[src/rtl/mem_burst_reader.sv]
// rtl/mem_burst_reader.sv - sequential burst reader from a 1-cycle-latency memory into a 2-entry valid/ready stream
module mem_burst_reader #(
    parameter int DW = 8,
    parameter int AW = 2
) (
    input  logic          clk,
    input  logic          rst,
    input  logic          start,
    input  logic [AW-1:0] base_addr,
    input  logic [AW:0]   len,
    output logic          busy,
    output logic          done,
    output logic          rd_en,
    output logic [AW-1:0] rd_addr,
    input  logic [DW-1:0] rd_data,
    output logic          out_valid,
    output logic [DW-1:0] out_data,
    output logic          out_last,
    input  logic          out_ready
);

    typedef enum logic [1:0] {IDLE, RUN, FLUSH} state_t;

    localparam logic [AW:0] CNT_ONE = {{AW{1'b0}}, 1'b1};

    state_t        state;
    state_t        state_nxt;
    logic [AW-1:0] addr_q;
    logic [AW:0]   issue_cnt;
    logic [AW:0]   ret_cnt;
    logic          inflight;
    logic          flush_seen;

    logic [DW-1:0] fifo_data [2];
    logic [1:0]    fifo_last;
    logic          wr_ptr;
    logic          rd_ptr;
    logic [1:0]    fifo_count;

    logic          push;
    logic          pop;
    logic          credit;

    assign push      = inflight;
    assign out_valid = (fifo_count != 2'd0);
    assign pop       = out_valid & out_ready;
    // A pop this cycle frees the slot the new read will land in next cycle.
    assign credit    = (({1'b0, inflight} + fifo_count) < 2'd2) | pop;

    assign out_data  = fifo_data[rd_ptr];
    assign out_last  = out_valid & fifo_last[rd_ptr];
    assign rd_addr   = addr_q;
    assign busy      = (state != IDLE) & ~done;

    always_comb begin
        state_nxt = state;
        rd_en     = 1'b0;
        done      = 1'b0;
        case (state)
            IDLE: begin
                if (start) begin
                    state_nxt = (len != '0) ? RUN : FLUSH;
                end
            end
            RUN: begin
                rd_en = (issue_cnt != '0) & credit;
                if (rd_en && (issue_cnt == CNT_ONE)) begin
                    state_nxt = FLUSH;
                end
            end
            FLUSH: begin
                // flush_seen holds off a zero-length burst by one cycle
                if (flush_seen && !inflight && (fifo_count == 2'd0)) begin
                    done      = 1'b1;
                    state_nxt = IDLE;
                end
            end
            default: state_nxt = IDLE;
        endcase
    end

    always_ff @(posedge clk or negedge rst) begin
        if (!rst) begin
            state      <= IDLE;
            addr_q     <= '0;
            issue_cnt  <= '0;
            ret_cnt    <= '0;
            inflight   <= 1'b0;
            flush_seen <= 1'b0;
        end else begin
            state      <= state_nxt;
            inflight   <= rd_en;
            flush_seen <= (state == FLUSH) && !done;
            if (state == IDLE && start) begin
                addr_q    <= base_addr;
                issue_cnt <= len;
                ret_cnt   <= len;
            end else begin
                if (rd_en) begin
                    addr_q    <= addr_q + 1'b1;
                    issue_cnt <= issue_cnt - 1'b1;
                end
                if (push) begin
                    ret_cnt <= ret_cnt - 1'b1;
                end
            end
        end
    end

    always_ff @(posedge clk or negedge rst) begin
        if (!rst) begin
            for (int i = 0; i < 2; i++) begin
                fifo_data[i] <= '0;
            end
            fifo_last  <= '0;
            wr_ptr     <= 1'b0;
            rd_ptr     <= 1'b0;
            fifo_count <= 2'd0;
        end else begin
            if (push) begin
                fifo_data[wr_ptr] <= rd_data;
                fifo_last[wr_ptr] <= (ret_cnt == CNT_ONE);
                wr_ptr            <= ~wr_ptr;
            end
            if (pop) begin
                rd_ptr <= ~rd_ptr;
            end
            case ({push, pop})
                2'b10:   fifo_count <= fifo_count + 2'd1;
                2'b01:   fifo_count <= fifo_count - 2'd1;
                default: fifo_count <= fifo_count;
            endcase
        end
    end

endmodule

[config.mk]
export PLATFORM = sky130hd
export DESIGN_NAME = mem_burst_reader
export DESIGN_NICKNAME = d
export VERILOG_FILES = /design/src/rtl/mem_burst_reader.sv
export SDC_FILE = /design/constraint.sdc
export NUM_CORES = 1
export LEC_CHECK = 0
export CAP_MARGIN = 10
export CORE_AREA = 2 2 78 80
export DETAILED_ROUTE_END_ITERATION = 7
export DIE_AREA = 0 0 80 82
export SLEW_MARGIN = 10
export SYNTH_ARGS = -nofsm -noshare
export SYNTH_HDL_FRONTEND = slang
export SYNTH_SLANG_ARGS = --single-unit
[constraint.sdc]
create_clock -name clk -period 1.67 [get_ports clk]
set_input_delay 0.167 -clock clk [delete_from_list [all_inputs] [get_ports clk]]
set_output_delay 0.167 -clock clk [all_outputs]
set_load 0.01 [all_outputs]
==> results.cfg, run 1 <==
[run_status]
outcome = finished, final reports clean

[synth]
synth_top_area_share_pct = 51.1
synth_compound_area_share_pct = 8.72
synth_edf_count = 0
synth-seq-cells = 34
synth_top_family_by_area = multiplexers
synthTopCellsByCount = dfrtp_1 (34), mux2_2 (24), inv_1 (11), nand2_1 (11), ha_1 (6)
synthCells = 139
synthMuxAreaShare_pct = 17.4
syn_avg_cell_area_um2 = 12.0
synth-async-reset-ratio_pct = 100
yosys-top-cells-area = dfrtp_1 (51%), mux2_2 (16%), ha_1 (4.5%)
synth_xor_area_share_pct = 3.68
synthDistinctLibCells = 38
synth_warnings = 0
yosys.area_share.simple_pct = 10.5
syn_nets = 162
syn_area_um2 = 1660
synthAdderAreaFrac_pct = 4.51
synth_top_cell_by_area = dfrtp_1
synth.most_common_cell = dfrtp_1
synth_ff_type = dfrtp_1
seq_area_frac_synth_pct = 51.1

[timing]
relSlewSlack_pct = 70.7
finClkSkew_ns = 0.00319
finalSetupTns_ns = 0
whs_ns = 0.296
period_share_pct = 95.1
finalMaxSlewViolations = 0
min_period_ns = 1.59
max_freq_mhz = 630
hold_violations = 0
rsz0062_at_grt = no
finalSetupViolCount = 0
tightest_slew_ns = 0.440

[layout]
n_fill_cell = 580
multi_input_area_um2 = 767
drive_gt1_share_pct = 33.0
final_area_um2 = 2300
antennaDiodeCount = 0
nets = 213
area_growth_pct = 38.3
regArea_um2 = 851

[setup_path]
rrSetupSlack_ns = 0.10
cp-startpoint = rd_ptr
cp.required_ns = 1.50
end_kind = output port
startpoint_type = flop
ff2ff_path_depth = 7
crit_type = flop to output port
worstPathArrival_ns = 1.42
worst_r2r_endpoint = issue_cnt[2]
r2r-start = issue_cnt[0]
worstPathMaxFanout = 6

[floorplan]
ios = 32
start_util_pct = 29.0
core_um2 = 5750
dieArea_um2 = 6560
rows = 28
die_w_um = 80
fp.dieH_um = 82

[placement]
dpl_cell_area_um2 = 2150
hpwlAfterDp_mm = 2.41
place.gp.congestion = 0.796
portBuffers = 31

[clocking]
h-tree-depth = 2
clockBufferDepth = 2
clk_pin_slew_ns = 0.07
hold_buffers = 0
cts_tree = done
cts_root_buf = clkbuf_8
clk_latency_ns = 0.28
numCtsBuffers = 5
clock_sinks = 34

[pwr]
sw_frac_of_total_pct = 34.1
p_sw_mw = 1.62
max-vdd-ir-drop_uv = 792
p_int_mw = 3.13
powerDensity_nw_per_um2 = 2060
leakage_nw = 1.03
clockPowerShare_pct = 19.1
p_seq_share_pct = 31.5
p_comb_share_pct = 49.4

[route]
drt-vias-per-instance = 4.58
drt_wl_total_mm = 3.42
first_iter_violations = 26
dr.pass1.iters = 4
antenna_left = 0
drc = 0
wl_per_cell_um = 12.9
vias = 1217

[global_route]
antenna_found_initial = 0
grt_usage_pct = 11.7
grt_pass1_wl_mm = 5.84
grt-ovfl-total = 0
grt_pass1_vias = 1279
grt_max_degree = 35

[worst_hold_path]
hold_class = primary input to asynchronous set/reset pin

[job]
cap_violations = 0
layout by cell type, fill, tap and decap left out, types with 2 or more instances in the layout:
cell	n
bufinv_16	2
clkdlybuf4s50_1	18
inv_1	9
dfrtp_1	34
nor3b_2	2
nor2_1	4
nand3_1	2
o21ai_0	5
nor2_2	3
mux2_2	24
xnor2_1	3
clkbuf_2	2
xor2_1	4
dlygate4sd2_1	10
or3_1	2
ha_1	5
nor2b_1	2
nand2_1	11
buf_4	16
mux2i_1	2
inv_2	2
clkbuf_8	5
power groups by stage:
| stage | clock network, mW | registers, mW | logic [mW] |
|---|---|---|---|
| global route | 0.991 | 1.55 | 2.59 |
| finish | 0.909 | 1.50 | 2.35 |
| floorplan | 0 | 1.48 | 1.46 |
| detailed placement | 0 | 1.50 | 2.45 |
| CTS | 0.942 | 1.49 | 2.34 |
| global placement | 0 | 1.48 | 2.43 |
repair_timing:
action                                  4_1_cts  5_1_grt
buffers inserted                              0        2
endpoints found under the setup margin       12        5
gates resized for setup                      16        8
pin swaps                                     1        1
per-layer routing:
| metal | share of wire, % | up-vias | global-route usage, % | wire, um |
|---|---|---|---|---|
| met1 | 45 | 592 | 14.0 | 1540 |
| met2 | 48 | 30 | 19.5 | 1640 |
| met3 | 5.7 | 6 | 4.29 | 194 |
| li1 | - | 589 | - | - |
| met4 | 1.5 | 0 | 4.07 | 50 |
| met5 | 0 | - | 0 | 0 |
critical path: stages (launching register included):
cell and delay [ns]:
dfrtp_1 0.35, buf_4 0.16, mux2_2 0.34, dlygate4sd2_1 0.28
stage by stage:
stage                     util, %  power, mW  setup slack, ns  instances
after floorplan                 -       2.94            0.159        139
after global placement       37.4       3.91           0.0653        256
after detailed placement     37.4       3.95           0.0354        256
after CTS                    39.6       4.78           0.0322        264
after global routing         40.0       5.13           0.0133        266
final                        40.0       4.75           0.0824        266
cell families after synthesis:
kind of cell	Yosys count
AOI/OAI and AO/OA	19
xor gates and xnor gates	7
adders and majority gates	6
buffers and inverters	14
DFF	34
muxes	26
and+or+nand+nor	33
flip-flops by register name, indices dropped and copies added (netlist names):
register and count:
ret_cnt 3, fifo_last 2, wr_ptr 1, inflight 1
fifo_data 16, issue_cnt 3, flush_seen 1, rd_addr 2
state 2, rd_ptr 1, fifo_count 2
final cells by class:
cell class | instances | share of cell area (%)
Timing Repair Buffer | 47 | 17.8
Tap cell | 75 | 4.08
Clock inverter | 3 | 2.99
Inverter | 11 | 1.79
Clock buffer | 5 | 2.99
Multi-Input combinational cell | 91 | 33.3
Sequential cell | 34 | 37.0
how the worst max path moves through the flow:
stage              endpoint  slack [ns]  depth (start not counted)
6_report        out_data[4]        0.08                          3
5_1_grt         out_data[5]        0.01                          3
4_1_cts           out_valid        0.03                          4
3_5_place_dp          rd_en        0.04                          6
3_3_place_gp          rd_en        0.07                          4
2_1_floorplan  issue_cnt[2]        0.16                          6
No activity file was read; power rests on OpenSTA's default activity.
==> inputs of run 2 (changes only) <==
Settings changed: DONT_BUFFER_PORTS set to 1.
==> results.cfg, run 2 (synthesized netlist as in run 1, its figures left out) <==
[layout]
top_register = fifo_data
multi_input_area_um2 = 783
antennaDiodeCount = 0
utilization_pct = 34.6
area_growth_pct = 19.5
drive_gt1_share_pct = 39.0
largest_reg_flops = 16
layout.cells.non_filler = 234
top_regs = fifo_data x16, issue_cnt x3, ret_cnt x3
final_cell_mix = dfrtp_1 (32), mux2_2 (24), buf_4 (13), nand2_1 (11), inv_1 (8)
nets = 182
mostFrequentLayoutCell = dfrtp_1
regArea_um2 = 853
n_fill_cell = 592

[timing]
period_share_pct = 96.1
max_freq_mhz = 623
hold_violations = 0
tightest_slew_ns = 0.458
finClkSkew_ns = 0.00395
min_period_ns = 1.61
finalMaxSlewViolations = 0
finalSetupViolCount = 0
relSlewSlack_pct = 69.5
fin_ws_ns = 0.0649

[placement]
placed_cells = 218
portBuffers = 0
place.gp.congestion = 0.774
hpwlAfterDp_mm = 2.38
place_ws_ns = 0.0719

[clocking]
h-tree-depth = 2
clockBufferDepth = 2
cts_tree = done
cts_root_buf = clkbuf_8
numCtsBuffers = 5
clk_latency_ns = 0.28
clock_sinks = 34
clk_pin_slew_ns = 0.07

[route]
drc = 0
dr.pass1.iters = 4
wl_per_cell_um = 14.4
first_iter_violations = 43
drt_wl_total_mm = 3.36
antenna_left = 0
drt-vias-per-instance = 4.68
vias = 1096

[worst_hold_path]
hold_class = primary input to flop
whs_path_depth = 2

[pwr]
p_comb_share_pct = 47.5
leakage_nw = 0.864
clockPowerShare_pct = 13.5
p_sw_mw = 1.57
sw_frac_of_total_pct = 37.8
max-vdd-ir-drop_uv = 916
p_seq_share_pct = 38.9
powerDensity_nw_per_um2 = 2090
power_mw = 4.16
p_int_mw = 2.59

[global_route]
grt_max_degree = 35
antenna_found_initial = 0
grt_pass1_vias = 1126
grt_pass1_wl_mm = 5.51
grt_usage_pct = 11.1
grt-ovfl-total = 0

[setup_path]
worstPathArrival_ns = 1.44
startpoint_type = flop
worstPathMaxFanout = 6
cp.required_ns = 1.50
ff2ff_path_depth = 7
crit_type = flop to output port
end_kind = output port

[floorplan]
ios = 32
start_util_pct = 29.0
dieArea_um2 = 6560
rows = 28
fp.dieH_um = 82
die_w_um = 80
core_um2 = 5750

[run_status]
outcome = finished, final reports clean

[job]
cap_violations = 0
## run 2: per-stage QoR
| stage | setup TNS, ns | hold slack, ns | cell area [um^2] |
|---|---|---|---|
| 2_1_floorplan | 0 | -0.129 | 1660 |
| 3_3_place_gp | 0 | -0.128 | 1780 |
| 3_5_place_dp | 0 | -0.128 | 1780 |
| 4_1_cts | 0 | 0.00243 | 1910 |
| 5_1_grt | -0.0198 | 0.0174 | 1990 |
| 6_report | 0 | 0.0105 | 1990 |
## run 2: worst max-delay path, cell delays in order, from the launching register on
cell and delay (ns):
dfrtp_1 0.40, inv_2 0.08, ha_2 0.17, inv_1 0.06, o21ai_4 0.22, nor2_2 0.08
buf_6 0.13
## run 2: routing by layer
metal | GRT usage [%] | wire length (um) | vias up
met2 | 18.2 | 1640 | 33
met4 | 3.05 | 22 | 0
met3 | 4.29 | 249 | 4
met5 | 0 | 0 | -
li1 | - | - | 526
met1 | 13.7 | 1450 | 533
## run 2: worst paths after layout
check                             start            end  slack (ns)
max                        issue_cnt[0]          rd_en        0.06
min in group asynchronous           rst   fifo_data[8]        0.33
max in group asynchronous           rst  fifo_count[0]        1.14
min                        base_addr[1]     rd_addr[1]        0.01
max reg2reg                issue_cnt[0]   issue_cnt[2]        0.09
min reg2reg                fifo_last[1]   fifo_last[1]        0.49
## run 2: power by group through the flow
stage | Combinational, mW | Sequential, mW | Clock, mW
floorplan | 1.46 | 1.48 | 0
global placement | 1.70 | 1.59 | 0
detailed placement | 1.72 | 1.61 | 0
CTS | 1.80 | 1.61 | 0.594
global route | 2.21 | 1.68 | 0.635
finish | 1.98 | 1.62 | 0.563
## run 2: final cells by class
class | instances | share of cell area [%]
inverters | 11 | 2.08
clock inverters | 2 | 0.503
multi-input cells | 91 | 39.4
repair buffers | 16 | 6.98
clock buffers | 5 | 3.46
flip-flops and latches | 34 | 42.9
well taps | 75 | 4.72
## run 2: what timing repair did
item | CTS | global route
setup endpoints to repair | 2 | 3
gates resized for setup | 3 | 11
setup buffers | 0 | 7
hold buffers | 2 | 0
endpoints found under the hold margin | 34 | 0
pin swaps | 1 | 4
